[src/rtl/tpdf_dither_pkg.sv]
// dither_pkg: shared definitions for the tpdf_dither requantizer.
//
// Contents:
//   state_e        FSM state encoding (IDLE, NOISE1, NOISE2, SUM, OUT)
//   clog2_min1()   ceil(log2(n)) clamped to at least 1, used for channel tag width
//   widths_legal() parameter legality check for the sample/noise widths
package dither_pkg;

  typedef enum logic [2:0] {
    ST_IDLE   = 3'd0,
    ST_NOISE1 = 3'd1,
    ST_NOISE2 = 3'd2,
    ST_SUM    = 3'd3,
    ST_OUT    = 3'd4
  } state_e;

  // A single-channel build still needs a 1-bit tag, hence the floor of 1.
  function automatic int clog2_min1(input int n);
    int w;
    w = 0;
    while ((1 << w) < n) w++;
    if (w < 1) w = 1;
    return w;
  endfunction

  // Output must be strictly narrower than the input, and the noise word
  // must be wide enough to supply D = iw - ow dither bits.
  function automatic bit widths_legal(input int iw, input int ow, input int rw);
    return (ow > 0) && (ow < iw) && (rw >= (iw - ow));
  endfunction

endpackage

[src/rtl/tpdf_dither_round_saturate.sv]
// round_saturate: combinational dither add, round-half-up and clamp.
//
// Computes, in INPUT_WIDTH+2 signed bits:
//   sum = sample + tpdf + 2^(D-1);  q = sum >>> D;  out = clamp(q) to OUTPUT_WIDTH
//
// Ports:
//   sample_i  signed INPUT_WIDTH input sample
//   tpdf_i    signed D+1 bit triangular dither value, range +/-(2^D-1)
//   out_o     signed OUTPUT_WIDTH rounded and saturated result
module round_saturate #(
  parameter int INPUT_WIDTH  = 24,
  parameter int OUTPUT_WIDTH = 16,
  localparam int D           = INPUT_WIDTH - OUTPUT_WIDTH,
  localparam int AW          = INPUT_WIDTH + 2
) (
  input  logic signed [INPUT_WIDTH-1:0]  sample_i,
  input  logic signed [D:0]              tpdf_i,
  output logic signed [OUTPUT_WIDTH-1:0] out_o
);

  localparam logic signed [AW-1:0] HALF = AW'(1) << (D - 1);
  localparam logic signed [AW-1:0] MAXV = {{(AW-OUTPUT_WIDTH+1){1'b0}}, {(OUTPUT_WIDTH-1){1'b1}}};
  localparam logic signed [AW-1:0] MINV = {{(AW-OUTPUT_WIDTH+1){1'b1}}, {(OUTPUT_WIDTH-1){1'b0}}};

  logic signed [AW-1:0] sum;
  logic signed [AW-1:0] q;

  // Two guard bits cover the worst case of full-scale input plus full-scale
  // dither plus the rounding half, so the add itself never wraps.
  always_comb begin
    sum   = $signed({{2{sample_i[INPUT_WIDTH-1]}}, sample_i})
          + $signed({{(AW-D-1){tpdf_i[D]}}, tpdf_i})
          + HALF;
    q     = sum >>> D;
    out_o = q[OUTPUT_WIDTH-1:0];
    if (q > MAXV) begin
      out_o = MAXV[OUTPUT_WIDTH-1:0];
    end else if (q < MINV) begin
      out_o = MINV[OUTPUT_WIDTH-1:0];
    end
  end

endmodule

[src/rtl/tpdf_dither.sv]
// tpdf_dither: multichannel TPDF dither and requantizer, placed directly
// downstream of a `randomizer`. Each accepted sample fetches two noise words,
// forms triangular dither r1 - r2, adds it, rounds half-up, saturates and
// presents the narrowed sample with its channel tag on a valid/ready output.
//
// Configuration macro: TPDF_DITHER_EN
//   defined   : IDLE -> NOISE1 -> NOISE2 -> SUM -> OUT, two noise requests per sample
//   undefined : IDLE -> SUM -> OUT, no noise requests, plain rounding + saturation
//
// Ports:
//   clk, rst_n            clock, asynchronous active-low reset
//   in_d/in_ch/in_valid   input sample, channel tag, valid
//   in_ready              registered, high while waiting for a sample
//   out_d/out_ch          registered result and copied tag
//   out_valid/out_ready   output handshake
//   rndm_ch/rndm_ready    noise request towards the randomizer
//   rndm_out              registered noise word, valid one cycle after rndm_ready
module tpdf_dither
  import dither_pkg::*;
#(
  parameter int NR_CHANNELS    = 1,
  parameter int INPUT_WIDTH    = 24,
  parameter int OUTPUT_WIDTH   = 16,
  parameter int RNDM_WIDTH     = 32,
  localparam int CHANNEL_WIDTH = clog2_min1(NR_CHANNELS)
) (
  input  logic                     clk,
  input  logic                     rst_n,
  input  logic [INPUT_WIDTH-1:0]   in_d,
  input  logic [CHANNEL_WIDTH-1:0] in_ch,
  input  logic                     in_valid,
  output logic                     in_ready,
  output logic [OUTPUT_WIDTH-1:0]  out_d,
  output logic [CHANNEL_WIDTH-1:0] out_ch,
  output logic                     out_valid,
  input  logic                     out_ready,
  output logic [CHANNEL_WIDTH-1:0] rndm_ch,
  output logic                     rndm_ready,
  input  logic [RNDM_WIDTH-1:0]    rndm_out
);

  localparam int D = INPUT_WIDTH - OUTPUT_WIDTH;

  generate
    if (!widths_legal(INPUT_WIDTH, OUTPUT_WIDTH, RNDM_WIDTH)) begin : g_illegal_widths
      $error("tpdf_dither: need OUTPUT_WIDTH < INPUT_WIDTH and RNDM_WIDTH >= INPUT_WIDTH-OUTPUT_WIDTH");
    end
  endgenerate

  state_e                   state_q, state_d;
  logic                     in_ready_q, in_ready_d;
  logic [INPUT_WIDTH-1:0]   sample_q, sample_d;
  logic [CHANNEL_WIDTH-1:0] ch_q, ch_d;
  logic [OUTPUT_WIDTH-1:0]  out_d_q, out_d_d;
  logic [CHANNEL_WIDTH-1:0] out_ch_q, out_ch_d;
  logic                     out_valid_q, out_valid_d;

  logic signed [D:0]            tpdf;
  logic signed [OUTPUT_WIDTH-1:0] rs_out;

`ifdef TPDF_DITHER_EN
  // One extra bit so NR_CHANNELS == 2**CHANNEL_WIDTH is still representable.
  localparam logic [CHANNEL_WIDTH:0] NR_CH_LIMIT = (CHANNEL_WIDTH+1)'(NR_CHANNELS);

  logic [D-1:0] r1_q, r1_d;
  logic [D-1:0] r2;
  logic         ch_ok;
  logic         noise_state;

  assign ch_ok       = ({1'b0, ch_q} < NR_CH_LIMIT);
  assign noise_state = (state_q == ST_NOISE1) || (state_q == ST_NOISE2);
  assign r2          = rndm_out[RNDM_WIDTH-1 -: D];

  // An out-of-range tag has no randomizer behind it, so it neither requests
  // noise nor gets any: the sample is still rounded with the same latency.
  assign rndm_ready = noise_state && ch_ok;
  assign rndm_ch    = noise_state ? ch_q : '0;
  assign tpdf       = ch_ok ? $signed({1'b0, r1_q} - {1'b0, r2}) : '0;
`else
  logic unused_rndm;

  assign rndm_ready  = 1'b0;
  assign rndm_ch     = '0;
  assign tpdf        = '0;
  assign unused_rndm = ^rndm_out;
`endif

  round_saturate #(
    .INPUT_WIDTH (INPUT_WIDTH),
    .OUTPUT_WIDTH(OUTPUT_WIDTH)
  ) u_round_saturate (
    .sample_i(sample_q),
    .tpdf_i  (tpdf),
    .out_o   (rs_out)
  );

  // Next-state logic. in_ready is registered: it is re-armed every cycle in
  // IDLE (so it rises one edge after reset release) and on the output
  // handshake edge, and dropped on the accept edge.
  always_comb begin
    state_d     = state_q;
    in_ready_d  = in_ready_q;
    sample_d    = sample_q;
    ch_d        = ch_q;
    out_d_d     = out_d_q;
    out_ch_d    = out_ch_q;
    out_valid_d = out_valid_q;
`ifdef TPDF_DITHER_EN
    r1_d        = r1_q;
`endif
    case (state_q)
      ST_IDLE: begin
        in_ready_d = 1'b1;
        if (in_valid && in_ready_q) begin
          sample_d   = in_d;
          ch_d       = in_ch;
          in_ready_d = 1'b0;
`ifdef TPDF_DITHER_EN
          state_d    = ST_NOISE1;
`else
          state_d    = ST_SUM;
`endif
        end
      end
      ST_NOISE1: begin
        state_d = ST_NOISE2;
      end
      ST_NOISE2: begin
`ifdef TPDF_DITHER_EN
        r1_d    = rndm_out[RNDM_WIDTH-1 -: D];
`endif
        state_d = ST_SUM;
      end
      ST_SUM: begin
        out_d_d     = rs_out;
        out_ch_d    = ch_q;
        out_valid_d = 1'b1;
        state_d     = ST_OUT;
      end
      ST_OUT: begin
        if (out_ready) begin
          out_valid_d = 1'b0;
          in_ready_d  = 1'b1;
          state_d     = ST_IDLE;
        end
      end
      default: begin
        state_d = ST_IDLE;
      end
    endcase
  end

  // State register; reset discards any in-flight sample.
  always_ff @(posedge clk or negedge rst_n) begin
    if (!rst_n) begin
      state_q     <= ST_IDLE;
      in_ready_q  <= 1'b0;
      sample_q    <= '0;
      ch_q        <= '0;
      out_d_q     <= '0;
      out_ch_q    <= '0;
      out_valid_q <= 1'b0;
`ifdef TPDF_DITHER_EN
      r1_q        <= '0;
`endif
    end else begin
      state_q     <= state_d;
      in_ready_q  <= in_ready_d;
      sample_q    <= sample_d;
      ch_q        <= ch_d;
      out_d_q     <= out_d_d;
      out_ch_q    <= out_ch_d;
      out_valid_q <= out_valid_d;
`ifdef TPDF_DITHER_EN
      r1_q        <= r1_d;
`endif
    end
  end

  assign in_ready  = in_ready_q;
  assign out_d     = out_d_q;
  assign out_ch    = out_ch_q;
  assign out_valid = out_valid_q;

endmodule

[config.mk]
export PLATFORM = sky130hd
export DESIGN_NAME = tpdf_dither
export DESIGN_NICKNAME = d
export VERILOG_FILES = /design/src/rtl/tpdf_dither_pkg.sv /design/src/rtl/tpdf_dither_round_saturate.sv /design/src/rtl/tpdf_dither.sv
export SDC_FILE = /design/constraint.sdc
export NUM_CORES = 1
export LEC_CHECK = 0
export ABC_CLOCK_PERIOD_IN_PS = 1550
export BUFFER_PORTS_ARGS = -buffer_cell sky130_fd_sc_hd__buf_2
export CAP_MARGIN = 30
export CORE_ASPECT_RATIO = 1.1
export CORE_MARGIN = 4
export CORE_UTILIZATION = 42
export DETAILED_ROUTE_END_ITERATION = 6
export PLACE_DENSITY = 0.76
export REMOVE_ABC_BUFFERS = 1
export SETUP_SLACK_MARGIN = 0.05
export SLEW_MARGIN = 0
export SYNTH_ARGS = -nofsm -noshare
export SYNTH_HDL_FRONTEND = slang
export SYNTH_SLANG_ARGS = --single-unit
[constraint.sdc]
create_clock -name clk -period 1.55 [get_ports clk]
set_input_delay 0.155 -clock clk [delete_from_list [all_inputs] [get_ports clk]]
set_output_delay 0.155 -clock clk [all_outputs]
set_load 0.02 [all_outputs]
## Word level (Yosys, flattened, before mapping)

Cells that the tools add are included.

| operators by class | value |
|---|---|
| eq/ne operators | 6 |
| order comparisons | 2 |
| add/subtract/negate cells | 1 |
| multiplexer cells | 10 |
| reduce and logical (&&, ||, !) cells | 8 |

Operators with widths:

| kind | number |
|---|---|
| $mux W16 | 2 |
| $add A24 B9 Y25 const B | 1 |
| $gt A17 B16 Y1 const B | 1 |
| $lt A17 B16 Y1 const B | 1 |
| $pmux W3 S5 | 1 |
| $reduce_and A2 Y1 | 4 |
| $eq A3 B2 Y1 const B | 2 |
| $mux W3 | 2 |
| $ne A2 B2 Y1 const B | 2 |
| $pmux W1 S2 | 2 |
| $reduce_bool A2 Y1 | 2 |
| $eq A3 B1 Y1 const B | 1 |
| $eq A3 B3 Y1 const B | 1 |
| $logic_not A3 Y1 | 1 |
| $mux W1 | 3 |
| $logic_and A1 B1 Y1 | 1 |

| storage, ports and cells | value |
|---|---|
| input port bits | 61 |
| register bits after elaboration | 47 |
| word-level logic and storage cells | 34 |
| output and inout bits | 21 |

## Longest topological paths before layout

Gate-level depths: netlist of the first run.

| depth | value |
|---|---|
| depth in word-level cells | 4 |
| gate-level depth with buffers | 6 |
| mapped depth without buffers | 5 |

## Hierarchy

From an unflattened synthesis of the first run, not the netlist that was laid out.

| second synthesis, totals | value |
|---|---|
| cells, all modules | 315 |
| area, all modules | 3517.1 µm² |

Modules (own cells, without submodules):

| module | sequential area each (µm²) | cells an instance | times used | area an instance (µm²) |
|---|---|---|---|---|
| tpdf_dither | 1176.1 | 113 | 1 | 1889.3 |
| round_saturate | 0.0 | 202 | 1 | 1627.8 |

## Worst setup path after synthesis of the first run

Ideal clock, no wire load.

| path | value |
|---|---|
| kind | register to register |
| start point | reg in_ready_q (netlist: in_ready) |
| end point | reg ch_q |
| path buffers | 1 |
| arrival | 1.555 ns |
| clock period less this slack | 1.680 ns |
| stages on the path, launching flop included | 5 |
| setup time | 0.125 ns |
| slack | -0.130 ns |
| data required time | 1.425 ns |
| cell sequence | dfrtp_1 > nand2_1 > nor4_4 > buf_6 > mux2_2 |

| between the ends | value |
|---|---|
| longest elaborated chain between the ends | 2 |

RTL lines:

| item | RTL line | RTL |
|---|---|---|
| start: declaration | tpdf_dither.sv:51 | `logic in_ready_q, in_ready_d;` |
| start signal: assignment | tpdf_dither.sv:168 | `in_ready_q <= in_ready_d;` |
| $logic_and A1 B1 Y1 | tpdf_dither.sv:114 | `if (in_valid && in_ready_q) begin` |
| $reduce_and A2 Y1 (no line) | -- |  |
| end signal: assignment | tpdf_dither.sv:170 | `ch_q <= ch_d;` |
| end: declaration | tpdf_dither.sv:53 | `logic [CHANNEL_WIDTH-1:0] ch_q, ch_d;` |

Every way passes these cells.
A chain may end at the register's enable or synchronous reset.

## Worst setup path after layout of the first run

| path | value |
|---|---|
| start point | reg sample_q[9] |
| end point | reg out_d_q[12] (netlist: out_d[12]) |

| between the ends | value |
|---|---|
| longest elaborated chain between the ends | 4 |
| elaborated cells on any way between the ends | 5 |
| those cells by class | add/sub: 1; order compare: 2; mux: 2 |

RTL lines:

| item | RTL line | RTL |
|---|---|---|
| start: declaration | tpdf_dither.sv:52 | `logic [INPUT_WIDTH-1:0] sample_q, sample_d;` |
| start signal: assignment | tpdf_dither.sv:169 | `sample_q <= sample_d;` |
| $add A24 B9 Y25 (*) | tpdf_dither_round_saturate.sv:33 | `+ HALF;` |
| $lt A17 B16 Y1 | tpdf_dither_round_saturate.sv:38 | `end else if (q < MINV) begin` |
| $mux W16 | tpdf_dither_round_saturate.sv:38 |  |
| $mux W16 (*) | tpdf_dither_round_saturate.sv:36 | `if (q > MAXV) begin` |
| end signal: assignment | tpdf_dither.sv:171 | `out_d_q <= out_d_d;` |
| end: declaration | tpdf_dither.sv:54 | `logic [OUTPUT_WIDTH-1:0] out_d_q, out_d_d;` |

Every way passes the cells marked *; elsewhere a longest branch is shown, timed or not.

==> flow_summary.yaml, run 1 <==
outcome:
  status: "finished, final reports clean"
finish:
  final_area_um2: 2950
  final_nets: 337
  diodes: 0
  fin_cells: 330
  drive_above_1_share_pct: 52.90
  syn2layout_area_growth_pct: 48.77
die:
  pin_count: 82
  dieArea_um2: 5886
  die_y_um: 80.07
  fp.coreArea_um2: 4442
  die_w_um: 73.52
  initial_core_util_pct: 44.65
  num_rows: 25
synthesis:
  synthAdderAreaFrac_pct: 0.6309
  yosysWarnings: 0
  synth_compound_area_share_pct: 10.85
  synth_area_leader_cell: "dfrtp_1"
  mappedNetlistArea_um2: 1983
  netlist.area_leader.share_pct: 50.47
  syn_inst: 186
  synth_top_family_by_area: "simple AND/OR/NAND/NOR gates"
  ys_ff_latch: 40
  syn_area_per_cell_um2: 10.66
  synth.distinct_cells: 40
  ys_seq_area_share_pct: 50.47
  netlist_top_cells_area: "dfrtp_1, mux2_2, nor2_1, nand2_1, xnor2_1"
  synthXorXnorAreaFrac_pct: 4.858
  muxShareOfSynthArea_pct: 10.73
  synthSimpleGateAreaFrac_pct: 19.56
timing:
  slew_viol_final: 0
  setup_slack_ns: 0.03407
  skew_ns: 0.008219
  rsz0062_at_grt: "yes"
  tns_ns: 0
  fmax_mhz: 659.7
  fin_crit_sh_pct: 97.80
  hold_violations: 0
  period_needed_ns: 1.516
  setup_viol: 0
placement:
  placed_cell_area_um2: 2444
  dp_hpwl_um: 3277
  numPlacedInstances: 302
  gp_congestion: 0.9114
  io_buffer_count: 40
  pre_cts_slack_ns: 0.02088
job:
  drv_cap: 0
detailed_routing:
  wl_per_cell_um: 16.46
  firstDrtPassIters: 5
  viasPerCell: 5.418
  ant_nets: 0
  vias: 1788
  drc: 0
  drt_wl_total_um: 5432
  drt_first_iter_violations: 130
pwr:
  power_density_nw_per_um2: 2141
  ir_worst_vdd_v: 0.001015
  p_leak_nw: 1.340
grt:
  grt_pass1_vias: 1539
  grtUsageTotal_pct: 16.33
  grtUsageMet1_pct: 22.63
  overflow: 0
  grt_max_degree: 41
  top_usage_layer: "met2"
  antenna_found_initial: 0
  use_met2_pct: 23.67
  met3_usage_pct: 3.755
  grt_pass1_wl_um: 7348
clocking:
  htree_levels: 2
  clk_path_buf_depth: 2
  cts_tree: "yes"
  cts_root_buf: "clkbuf_8"
  clk_latency_ns: 0.29
  clock-sinks: 40
  numCtsBuffers: 5
  path_clk_slew_ns: 0.07
worst_setup_path:
  max_stage_delay_ns: 0.39
  critPathMaxFanout: 4
  rrSetupSlack_ns: 0.03
  critPathArrivalTime_ns: 1.68
  startpoint_type: "flip-flop"
  timing_worst_setup_path_type: "reg2reg"
  endpoint_kind: "flip-flop"
  worstPathRequired_ns: 1.72
  crit_slowest_cell: "dfrtp_1"
  path_cells: "nand4_1 -> buf_4 -> nor4_4 -> o21ai_0 -> o211ai_1 -> a21oi_1"
hold_path:
  hold_class: "in2reg"
[final timing paths]
path	startpoint	endpoint	cells after the start
max in group asynchronous	rst_n	sample_q[23]	3
worst min-delay path	in_d[19]	sample_q[19]	2
worst max-delay path	sample_q[9]	out_d[12]	6
min in group asynchronous	rst_n	out_ch	3
worst min register to register	ch_q	out_ch	2
worst max register to register	sample_q[9]	out_d[12]	6
[cells in the final DEF (no fill, tap or decap), types with 2 or more instances in the layout]
master,n
nand2_1,15
o21ai_0,7
dfrtp_2,2
a211oi_2,4
xor2_1,5
a21oi_1,9
nand3_1,5
clkbuf_1,2
buf_4,39
nor3_1,2
clkbuf_16,2
nand3_2,5
conb_1,2
nand4_1,5
nor2_1,20
nand2_2,2
a31oi_1,5
buf_6,5
and3_4,3
dfrtp_1,38
buf_2,40
nor4_4,4
xnor2_1,5
buf_12,2
mux2_4,18
nand2b_1,2
clkbuf_8,6
[cell usage after synthesis (all sizes together)]
library cell,n
clkbuf,3
a21oi,9
nor2,22
o211ai,1
and4,2
mux2,18
a41oi,1
nor3,4
o21a,1
o21ai,9
and3,4
nor4,4
xnor2,6
dfrtp,40
a211oi,4
nand3,11
a31oi,5
nand2,18
nand2b,2
a41o,1
a211o,1
conb,1
mux2i,1
o31ai,1
xor2,5
or2,1
buf,5
ha,1
nand4,5
[critical path, delay by kind of cell (launching register included)]
kind / cells / cell delay, ns
DFF: 1 / 0.39
AOI/OAI and AO/OA: 3 / 0.36
buffers and inverters: 1 / 0.19
and+or+nand+nor: 2 / 0.46
[metrics by stage]
step,hold slack [ns],utilization [%],power [mW]
floorplan,-0.1406,-,3.603
global placement,0.2364,55.01,4.662
detailed placement,0.2394,55.01,4.750
CTS,0.08538,57.58,5.479
global route,0.08358,66.42,6.681
finish,0.09386,66.42,6.315
[routing by layer]
| metal | vias to the layer above | routed length, um |
|---|---|---|
| li1 | 844 | - |
| met1 | 868 | 2329 |
| met2 | 64 | 2664 |
| met3 | 12 | 317 |
| met4 | 0 | 121 |
| met5 | - | 0 |
[kinds of logic (layout without fill, tap and decap cells)]
family,count (synthesis),in the layout
AOI/OAI and AO/OA,33,33
xor gates and xnor gates,11,11
adders and majority gates,1,1
buffers and inverters,8,97
DFF,40,40
muxes,19,19
other,1,2
and+or+nand+nor,73,73
[cell type report]
class | count | area, um^2
clock buffers | 8 | 90.09
fillers | 319 | 1491
multi-input cells | 139 | 1140
flip-flops and latches | 40 | 1003
well taps | 54 | 67.56
repair buffers | 89 | 649.4
[flip-flops by register name, indices dropped and copies added (netlist names)]
signal / cells
sample_q: 17
out_d: 16
state_q: 3
ch_q: 1
in_ready: 1
out_ch: 1
out_valid: 1
[power breakdown]
group / leakage [nW] / switching (mW) / internal [mW] / total (mW)
sequential: 0.462 / 0.430 / 1.58 / 2.01
combinational: 0.833 / 1.78 / 1.81 / 3.60
clock: 0.0455 / 0.343 / 0.363 / 0.706
total: 1.34 / 2.56 / 3.76 / 6.32
[repair_timing]
item / 4_1_cts / 5_1_grt
gates resized for setup: 2 / 50
pin swaps: 3 / 14
buffers inserted: 1 / 15
endpoints found under the hold margin: 40 / 0
setup endpoints to repair: 21 / 30
cloned: 0 / 3
hold buffers: 1 / 0
(Power assumes the default switching activity.)
==> inputs of run 2 (changes only) <==
ABC_AREA = 1   (was default)
PLACE_DENSITY = 0.75   (was 0.76)
==> run 2 against run 1 <==
Flip-flop and latch count unchanged. Via count up 4.6%. Fmax down 1.9%. Sequential share of layout area up 1.2 points. Core utilization down 6.2 points. Hold slack worse by 0.0073 ns. Die area up 4.0%. First-iteration DRC count decreased by 52%. Power down 1.6%. Critical path type unchanged.
==> flow_summary.yaml, run 2 <==
finish:
  final_area_um2: 2840
  final_core_util_pct: 60.21
  layout_common_cells: "nand2_1, dfrtp_1, buf_2, buf_4, nor2_1"
  largest_reg_flops: 17
  top_register: "sample_q"
  drive_above_1_share_pct: 39.21
  syn2layout_area_growth_pct: 37.16
  final_common_cell: "nand2_1"
  final_nets: 390
  num-fill-cells: 397
  diodes: 0
hold_path:
  min_from: "in_d[17]"
  hold_class: "in2reg"
  hold_path_end: "sample_q[17]"
  whs_path_depth: 2
timing:
  setup_viol: 0
  period_needed_ns: 1.545
  tightest_slew_ns: 0.5761
  rsz0062_at_grt: "yes"
  fin_crit_sh_pct: 99.69
  hold_violations: 0
  skew_ns: 0.004041
  slew-limit-headroom_pct: 61.55
  fmax_mhz: 647.2
  slew_viol_final: 0
die:
  num_rows: 26
  initial_core_util_pct: 43.90
  die_y_um: 81.65
  pin_count: 82
  fp.coreArea_um2: 4717
  dieArea_um2: 6119
  die_w_um: 74.95
synthesis:
  netlist.area_leader.share_pct: 48.34
  synth.distinct_cells: 26
  synth_edf_count: 0
  synth_compound_area_share_pct: 3.746
  synth_top_flop_cell: "dfrtp_1"
  synth_area_leader_cell: "dfrtp_1"
  ys_ff_latch: 40
  synthXorXnorAreaFrac_pct: 4.230
  synth_top_family_by_area: "simple AND/OR/NAND/NOR gates"
  ys_seq_area_share_pct: 48.34
  ys_async_sr_fraction_pct: 100.0
  syn_area_per_cell_um2: 7.995
  syn_inst: 259
  synthSimpleGateAreaFrac_pct: 32.27
  yosysWarnings: 0
  synthAdderAreaFrac_pct: 0.6042
  netlist_top_cells_area: "dfrtp_1, nand2_1, nor2_1, mux2_2, inv_1"
  synth_common_cells: "nand2_1, dfrtp_1, nor2_1"
  yosysMostFrequentCell: "nand2_1"
  mappedNetlistArea_um2: 2071
  muxShareOfSynthArea_pct: 4.894
detailed_routing:
  wl_per_cell_um: 13.55
  firstDrtPassIters: 4
  viasPerCell: 4.857
  drt_first_iter_violations: 63
  drt_wl_total_um: 5218
  drc: 0
  vias: 1870
  ant_nets: 0
pwr:
  power_density_nw_per_um2: 2188
  p_leak_nw: 1.434
  ir_worst_vdd_v: 0.0009816
worst_setup_path:
  worstPathRequired_ns: 1.78
  startpoint_type: "flip-flop"
  r2r-end: "out_d[3]"
  reg2reg_from: "sample_q[7]"
  critPathArrivalTime_ns: 1.77
  endpoint_kind: "flip-flop"
  critPathMaxFanout: 8
  reg2reg_depth: 11
  rrSetupSlack_ns: 0.005
  timing_worst_setup_path_type: "reg2reg"
placement:
  placed_cell_area_um2: 2404
  io_buffer_count: 40
  gp_congestion: 0.8358
  dp_hpwl_um: 3275
grt:
  overflow: 0
  grt_max_degree: 22
  grtUsageTotal_pct: 16.82
  antenna_found_initial: 0
  grt_pass1_wl_um: 7900
  grt_pass1_vias: 1756
clocking:
  cts_root_buf: "clkbuf_8"
  clock-sinks: 40
  clk_latency_ns: 0.29
  path_clk_slew_ns: 0.08
  numCtsBuffers: 5
  htree_levels: 2
  clk_path_buf_depth: 2
  cts_tree: "yes"
outcome:
  status: "finished, final reports clean"
job:
  drv_cap: 0
## run 2: cell count changes in the layout (fill, tap and decap cells not counted), moves of 8 or more
cell,before,now
buf_4,39,24
nand2_2,2,18
nand2_1,15,87
mux2_2,0,9
inv_1,0,18
nor2_4,1,9
mux2_4,18,0
## run 2: area by class of cell
class	instances	area, um^2	share of cell area (%)
Timing Repair Buffer	66	410.4	14.45
Clock buffer	7	96.34	3.392
Tap cell	56	70.07	2.467
Inverter	18	67.56	2.379
Clock inverter	1	30.03	1.057
Sequential cell	40	1001	35.24
Multi-Input combinational cell	197	1165	41.01
## run 2: cell families after synthesis
kind of cell | count (synthesis)
and+or+nand+nor | 157
xor gates and xnor gates | 10
DFF | 40
muxes | 9
adders and majority gates | 1
AOI/OAI and AO/OA | 15
other | 1
buffers and inverters | 26
## run 2: worst max-delay path, stage by stage, from the launching register on
cell and delay (ns):
dfrtp_1 0.37, ha_2 0.20, nand2_2 0.07, nor2_4 0.13, nand2_4 0.08, nor2_4 0.17, nand2_2 0.09, nand2_4 0.10
nand2_4 0.09, nand2_1 0.07, nand2_1 0.05, nand2_1 0.07
## run 2: power breakdown
| part | total [mW] | internal (mW) | switching [mW] | leakage [nW] |
|---|---|---|---|---|
| clock network | 0.936 | 0.568 | 0.368 | 0.0645 |
| logic | 3.25 | 1.33 | 1.92 | 0.905 |
| registers | 2.02 | 1.57 | 0.454 | 0.465 |
| total | 6.21 | 3.47 | 2.74 | 1.43 |
## run 2: per-layer routing
metal / vias up / track usage (%) / part of all wire [%]
met1: 867 / 22.16 / 44
met3: 6 / 3.917 / 5.5
met5: - / 0 / 0
li1: 946 / - / -
met2: 51 / 27.79 / 50
met4: 0 / 4.093 / 0.77
## run 2: timing repair
action | 4_1_cts | 5_1_grt
resized for setup | 12 | 37
endpoints found under the setup margin | 17 | 36
hold endpoints to repair | 19 | 0
buffers inserted | 1 | 11
pin swaps | 9 | 19
hold buffers | 1 | 0
cloned | 2 | 1
## run 2: how the worst max path moves through the flow
stage | startpoint | to | slack, ns | depth (start not counted)
3_3_place_gp | sample_q[7] | out_d[12] | 0.01 | 10
5_1_grt | sample_q[7] | out_d[3] | -0.06 | 11
4_1_cts | sample_q[7] | out_d[13] | 0.05 | 9
3_5_place_dp | sample_q[7] | out_d[12] | -0.03 | 10
6_report | sample_q[7] | out_d[3] | 0.005 | 11
2_1_floorplan | state_q[1] | out_d[15] | 0.04 | 5
## run 2: through the flow
step,setup TNS (ns),instances,hold slack (ns),setup WS [ns],power [mW]
after floorplan,0,252,-0.1406,0.03523,3.747
after global placement,0,361,0.1367,0.01036,4.531
after detailed placement,-0.1222,361,0.1468,-0.02968,4.616
after CTS,0,373,0.08246,0.05078,5.717
after global routing,-0.6508,385,0.08486,-0.06297,6.687
final,0,385,0.08657,0.004880,6.215
